### src/rtl/srl_fifo_ctrl_pkg.sv
`default_nettype none
// ============================================================================
//  Module      : srl_fifo_ctrl_pkg
//  Description : Occupancy-update encoding for the shift-register FIFO control.
//  Revision    : 1.0 - initial release
// ============================================================================
package srl_fifo_ctrl_pkg;

    typedef enum logic [1:0] {
        LVL_HOLD = 2'd0,
        LVL_INC  = 2'd1,
        LVL_DEC  = 2'd2,
        LVL_CLR  = 2'd3
    } lvl_op_e;

endpackage : srl_fifo_ctrl_pkg
`default_nettype wire

### src/rtl/srl_fifo_store.sv
`default_nettype none
// ============================================================================
//  Module      : srl_fifo_store
//  Description : Reset-free shift-register store with an addressed read tap.
//  Revision    : 1.0 - initial release
// ============================================================================
module srl_fifo_store #(
    parameter int WIDTH = 1,
    parameter int DEPTH = 130,
    parameter int AW    = $clog2(DEPTH)
) (
    input  logic             clk,
    input  logic             en,
    input  logic [WIDTH-1:0] d,
    input  logic [AW-1:0]    addr,
    output logic [WIDTH-1:0] q
);

    logic [WIDTH-1:0] sr [DEPTH];

    // No reset here: a reset on these bits would block SRL mapping.
    always_ff @(posedge clk) begin
        if (en) begin
            sr[0] <= d;
            for (int k = 1; k < DEPTH; k++) begin
                sr[k] <= sr[k-1];
            end
        end
    end

    // Addresses past the last entry are unreachable; fold them onto sr[0].
    always_comb begin
        q = sr[0];
        if ({1'b0, addr} < (AW+1)'(DEPTH)) begin
            q = sr[addr];
        end
    end

endmodule : srl_fifo_store
`default_nettype wire

### src/rtl/srl_fifo_ctrl.sv
`default_nettype none
// ============================================================================
//  Module      : srl_fifo_ctrl
//  Description : Shift-register FIFO: occupancy counter, flags and handshake
//                around a single reset-free data store.
//  Revision    : 1.0 - initial release
// ============================================================================
module srl_fifo_ctrl
    import srl_fifo_ctrl_pkg::*;
#(
    parameter int WIDTH = 1,
    parameter int DEPTH = 130
) (
    input  logic                       clk,
    input  logic                       rn,
    input  logic                       flush,
    input  logic                       i_valid,
    output logic                       i_ready,
    input  logic [WIDTH-1:0]           i,
    output logic                       o_valid,
    input  logic                       o_ready,
    output logic [WIDTH-1:0]           q,
    output logic [$clog2(DEPTH+1)-1:0] level
);

    localparam int C_CW = $clog2(DEPTH + 1);
    localparam int C_AW = $clog2(DEPTH);

    logic [C_CW-1:0] level_q;
    logic [C_CW-1:0] level_d;
    logic [C_CW-1:0] w_level_m1;
    logic [C_AW-1:0] w_addr;
    logic            w_push;
    logic            w_pop;
    lvl_op_e         w_op;

    assign i_ready    = (level_q != C_CW'(DEPTH));
    assign o_valid    = (level_q != '0);
    assign w_push     = i_valid & i_ready;
    assign w_pop      = o_valid & o_ready;
    assign level      = level_q;
    assign w_level_m1 = level_q - C_CW'(1);
    assign w_addr     = o_valid ? w_level_m1[C_AW-1:0] : '0;

    // Flush dominates; a simultaneous push still shifts the store but is not counted.
    always_comb begin
        w_op = LVL_HOLD;
        if (flush) begin
            w_op = LVL_CLR;
        end else if (w_push && !w_pop) begin
            w_op = LVL_INC;
        end else if (w_pop && !w_push) begin
            w_op = LVL_DEC;
        end
    end

    always_comb begin
        level_d = level_q;
        unique case (w_op)
            LVL_CLR:  level_d = '0;
            LVL_INC:  level_d = level_q + C_CW'(1);
            LVL_DEC:  level_d = level_q - C_CW'(1);
            default:  level_d = level_q;
        endcase
    end

    always_ff @(posedge clk or negedge rn) begin
        if (!rn) begin
            level_q <= '0;
        end else begin
            level_q <= level_d;
        end
    end

    srl_fifo_store #(
        .WIDTH (WIDTH),
        .DEPTH (DEPTH),
        .AW    (C_AW)
    ) u_store (
        .clk  (clk),
        .en   (w_push),
        .d    (i),
        .addr (w_addr),
        .q    (q)
    );

endmodule : srl_fifo_ctrl
`default_nettype wire

### config.mk
export PLATFORM = sky130hd
export DESIGN_NAME = srl_fifo_ctrl
export DESIGN_NICKNAME = d
export VERILOG_FILES = /design/src/rtl/srl_fifo_ctrl_pkg.sv /design/src/rtl/srl_fifo_store.sv /design/src/rtl/srl_fifo_ctrl.sv
export SDC_FILE = /design/constraint.sdc
export NUM_CORES = 1
export LEC_CHECK = 0
export BUFFER_PORTS_ARGS = -buffer_cell sky130_fd_sc_hd__buf_2
export CAP_MARGIN = 5
export CELL_PAD_IN_SITES_DETAIL_PLACEMENT = 0
export CELL_PAD_IN_SITES_GLOBAL_PLACEMENT = 1
export CORE_MARGIN = 2
export CORE_UTILIZATION = 52
export DETAILED_ROUTE_END_ITERATION = 10
export PLACE_DENSITY = 0.9
export SLEW_MARGIN = 10
export SYNTH_ARGS = -nofsm -noshare
export SYNTH_HDL_FRONTEND = slang
export SYNTH_SLANG_ARGS = --single-unit
### constraint.sdc
create_clock -name clk -period 6 [get_ports clk]
set_input_delay 1.2 -clock clk [delete_from_list [all_inputs] [get_ports clk]]
set_output_delay 1.2 -clock clk [all_outputs]
set_load 0.01 [all_outputs]
======== Word level (Yosys, flattened, before mapping) ========
Memory sizes are Yosys's and may differ from the RTL's.
Index checks and enable logic that the tools add are counted.
storage, ports and cells
  flip-flop bits (word level) ............. 8
  RAM bits ................................ 130
  input bits .............................. 6
  memories ................................ 1
cells by class
  bitwise operators ....................... 2
  mux-type cells .......................... 8
  reduce and logical (&&, ||, !) cells .... 6
  magnitude comparators ................... 1
  eq/ne operators ......................... 4
  $add $sub $neg .......................... 2
memories
  memory      depth  bits a word  read ports  clocked after memory_dff  wr ports  RTL line              RTL
  u_store.sr  130    1            130         0                         130       srl_fifo_store.sv:19  logic [WIDTH-1:0] sr [DEPTH];
operator list
  kind                                                                count
  8-bit case mux with 3 select lines                                  1
  8-bit by 1-bit adder with 8-bit output, second input constant       1
  8-bit less-than comparator, second input constant                   1
  8-bit two-way mux                                                   1
  8-bit inequality test, second input constant                        1
  8-bit nonzero test                                                  1
  8-bit by 1-bit subtractor with 8-bit output, second input constant  1
  2-bit two-way mux                                                   3
  2-bit == test, second input constant                                2
  1-bit two-way mux                                                   3
  3-bit nonzero test                                                  1
  1-bit AND                                                           2
  2-bit by 1-bit == test with 1-bit output, second input constant     1
  1-bit logical AND                                                   2
  1-bit zero test                                                     2

======== Depth between registers and ports, before layout ========
  word-level depth ........................ 9
  gate-level depth with buffers ........... 18

======== Cells and area by module ========
A second synthesis with hierarchy kept.
unflattened totals
  cell total of the unflattened synthesis .. 341
  area, all modules ....................... 6000.8 µm²
modules (own cells, without submodules)
  module          sequential area each (µm²)  times used  cells each  area an instance (µm²)
  srl_fifo_store  3903.7                      1           233         5124.9
  srl_fifo_ctrl   200.2                       1           108         875.8

======== Worst setup path before layout ========
No wires, ideal clock.
  path type ............................... flip-flop to flip-flop
  start point ............................. register level_q[0] (netlist: level[0])
  end point ............................... memory u_store.sr[0], enable pin
  period minus slack after synthesis ...... 4.539 ns
  setup time .............................. 0.483 ns
  arrival time ............................ 4.056 ns
  stages on the path, launching flop included .. 8
  slack ................................... 1.461 ns
  required time ........................... 5.517 ns
  cell sequence ........................... dfrtp_1 > buf_2 > inv_1 > clkbuf_1 > ha_1 > nand4_1 > nand2_1 > inv_1
RTL lines
  element                   RTL line              RTL
  start: declaration        srl_fifo_ctrl.sv:29   logic [C_CW-1:0] level_q;
  start signal: assignment  srl_fifo_ctrl.sv:71   level_q <= level_d;
  end: declaration          srl_fifo_store.sv:19

======== Worst setup path after layout ========
  start point ............................. register level_q[0] (netlist: level[0])
  end point ............................... output port q
on the way
  longest elaborated chain between the ends .. 4
ends and longest elaborated chain
  element                                                                                   RTL line                                  RTL
  8-bit by 1-bit subtractor with 8-bit output / 8-bit nonzero test (equally long branches)  srl_fifo_ctrl.sv:42, srl_fifo_ctrl.sv:38
  8-bit two-way mux *                                                                       srl_fifo_ctrl.sv:43                       assign w_addr = o_valid ? w_level_m1[C_AW-1:0] : '0;
  memory read 130 x 1 bit / 8-bit less-than comparator (equally long branches)              --
  1-bit two-way mux *                                                                       srl_fifo_store.sv:34                      if ({1'b0, addr} < (AW+1)'(DEPTH)) begin
  end: declaration                                                                          srl_fifo_ctrl.sv:22                       output logic [WIDTH-1:0] q,
Mark *: on every way between the ends. The rest lies on a longest branch, timed or not.

==> run summary <==
Status: finished clean
CP Data Required Time: 4.80 ns
Post-synth top cells: 130 x edfxtp_1, 29 x nand2_1, 29 x o21ai_0
Mapped Cells: 425
Crit path buf inv count: 3
# nets final: 449
Fill cells: 863
MaxCap Viol Count: 0
CP peak stage delay: 0.64 ns
CTS tree: yes
Cts hold-fix bufs: 0
Post-Synthesis Cell Area: 6100 um^2
Post-route ant nets: 0
Dpl cell area: 6260 um^2
Number of flops mapped to enable cells by yosys: 130
Htree depth: 4
Slew headroom: 37.4%
Register clock-pin slew on the reported worst setup and hold paths: 0.06 ns
Main synth FF type: edfxtp_1
Die width: 112 um
CTS buffer count: 17
Startpoint Class: register
ANT cells: 0
Post-synth ARST share: 5.80%
CP delay by family, top: buffers and inverters
Port bufs: 16
Post-CTS Setup Bufs: 0
Setup-failing EPs final: 0
Worst-path cell chain: inv_1 -> ha_1 -> xor2_2 -> buf_4 -> mux4_2 -> and3_1 -> nor4_1 -> a32oi_1 -> nor4b_1 -> a211o_1 -> buf_2
Logic gate share of total power: 43.5%
Switch Pwr: 1500 uW
Clock Sinks: 138
Register area share after synthesis: 67.3%
Core ar.: 11,400 um^2
Yosys top cell area share: 64.0%
1st-iter DRT viols: 441
Critical Path End Type: output pin
Leak: 0.00216 uW
Dominant cells by area after synthesis: edfxtp_1 64%, mux4_2 4.1%, dfrtp_1 3.3%
WS Path Type: reg -> out
Flop pwr share: 30.8%
Remaining DRCs: 0
DIE HEIGHT: 112 um
Tmin final: 5.29 ns
Pwr Density: 560 nW/um^2
Seq. cell area: 4110 um^2
CP max stage cell: xor2_2
Via count: 3,691
Clock Skews: 0.00713 ns
Worst slew pin tran: 0.939 ns
First-pass GRT wire length: 20,000 um
Final Cell Area: 6810 um^2
Synth-to-layout area growth: 11.7%
CTS root buf: clkbuf_16
Final WL: 12,600 um
Cell Int Power: 2310 uW
Syn_nets: 438
Top cell type by total area after synthesis: edfxtp_1
Setup TNS: 0 ns
Total track usage: 21.3%
Later-pin clock latency in the skew report: 0.42 ns
Most numerous cell in the Yosys netlist: edfxtp_1
WHS: 0.447 ns
Slew Viols, Final: 0
Row count: 39
Initial antenna violation count: 0
Pre-Repair DR Iteration Count: 5
RSZ-0062 raised after global routing: no
Multi-input logic area: 1820 um^2
Die area: 12,600 um^2
Grt total ovfl: 0
Hold Fails Final Rpt: 0
Post-DP HPWL: 7570 um
Avg Inst Size Synth: 14.3 um^2
Tcrit/Tclk final: 88.2%
Wire length per cell: 21.3 um
Synth unique cells: 64
Peak supply drop: 0.000380 V
# IOs: 17
Worst Path Max Fanout: 15
Yosys warning total: 0
Layout cells sized above 1: 15.6%
Via density: 6.23
Post-synthesis register bit count: 138
Clk network pwr share: 25.7%
Max Freq: 189 MHz
Pin count of the biggest net entering global routing: 80
Sw frac: 39.4%
Clock buffer depth: 2
Vias in the first global route: 3,560
Starting Density: 53.4%
Gp weighted congestion: 0.881
Hold crit path type: reg -> reg
WP data arrival: 4.09 ns
Number of gates resized after cts: 0
## per-stage QoR
stage                     utilization [%]  power (uW)  instances  setup WS [ns]
after detailed placement             54.8        2820        560           1.22
after floorplan                         -        2410        425           1.46
after global routing                 59.6        4020        592          0.459
after CTS                            59.6        3800        592          0.752
final                                59.6        3810        592          0.707
after global placement               54.8        2810        560           1.29
## flip-flops by register name (all words and copies together) (netlist names)
name / flops
u_store.sr: 130
level: 8
## cell type report
cell class,count,share of cell area [%]
Timing Repair Buffer,21,1.73
Inverter,11,0.643
Multi-Input combinational cell,247,26.7
Sequential cell,138,60.3
Clock buffer,21,6.47
Clock inverter,11,1.53
Tap cell,143,2.63
## routing by layer
layer  up-vias  share of wire (%)  global-route usage (%)  wire, um
li1       1688                  -                       -         -
met1      1850                 47                    30.9      5860
met2       134                 45                    30.8      5700
met3        19                6.4                    6.75       801
met4         0                1.8                    7.72       231
met5         -                  0                       0         0
## kinds of logic (layout without fill, tap and decap cells)
group           count (synthesis)  in the layout  share of synthesized area (%)
xor+xnor                        8              8                           1.15
simple gates                  103            103                           8.74
flops                         138            138                           67.3
compound gates                 99             99                           11.1
buf+inv                        40             64                           3.00
fa+ha+maj                       7              7                           1.44
mux                            30             30                           7.25
## worst reg2reg max path, cell delays in order, from the launching register on
cell and delay (ns):
dfrtp_2 0.40, inv_1 0.38, ha_1 0.22, or3b_2 0.51, nor2_4 0.28, inv_2 0.27
a21oi_1 0.24, nor2_1 0.11, ha_1 0.34, nor4b_1 0.20, a211oi_1 0.23, a21oi_1 0.06
a21oi_1 0.15, o21ai_0 0.09
## power groups by stage
stage | Sequential, uW | Clock [uW] | Combinational, uW
3_3_place_gp | 1190 | 0 | 1630
6_report | 1170 | 979 | 1660
4_1_cts | 1170 | 991 | 1640
2_1_floorplan | 1160 | 0 | 1250
3_5_place_dp | 1190 | 0 | 1630
5_1_grt | 1180 | 1030 | 1810
## worst paths after layout
check | start | to | slack, ns | cells past startpoint
worst max-delay path | level[0]$_DFFE_PN0P_ | q | 0.71 | 11
worst min-delay path | u_store.sr[15]$_DFFE_PN_ | u_store.sr[16]$_DFFE_PN_ | 0.45 | 0
worst max register to register | level[0]$_DFFE_PN0P_ | level[3]$_DFFE_PN0P_ | 2.39 | 13
worst min register to register | u_store.sr[15]$_DFFE_PN_ | u_store.sr[16]$_DFFE_PN_ | 0.45 | 0
max in group asynchronous | rn | level[0]$_DFFE_PN0P_ | 5.21 | 1
min in group asynchronous | rn | level[2]$_DFFE_PN0P_ | 0.61 | 1
## cell usage in the layout (no fill, tap or decap), types with 3 or more instances in the layout
| cell | synthesis | final |
|---|---|---|
| buf_2 | 8 | 16 |
| dfrtp_1 | 8 | 7 |
| mux4_2 | 11 | 11 |
| mux2_2 | 3 | 3 |
| nor4_1 | 5 | 5 |
| clkbuf_1 | 14 | 4 |
| xnor2_1 | 5 | 5 |
| clkbuf_16 | 0 | 17 |
| o211ai_1 | 5 | 5 |
| edfxtp_1 | 130 | 130 |
| a32oi_1 | 6 | 6 |
| a21oi_1 | 14 | 14 |
| nor3_1 | 3 | 3 |
| and3_1 | 7 | 7 |
| ha_1 | 7 | 7 |
| a31oi_1 | 3 | 3 |
| nand4_1 | 5 | 5 |
| clkinv_1 | 1 | 6 |
| nor2_1 | 26 | 26 |
| a211oi_1 | 7 | 7 |
| o221ai_1 | 5 | 5 |
| inv_1 | 9 | 8 |
| buf_4 | 2 | 5 |
| or2_2 | 3 | 3 |
| o2bb2ai_1 | 3 | 3 |
| nor2b_1 | 8 | 8 |
| a211o_1 | 4 | 4 |
| mux2i_1 | 16 | 16 |
| nand2_1 | 29 | 29 |
| o21ai_0 | 29 | 29 |
No activity file was read; power rests on OpenSTA's default activity.
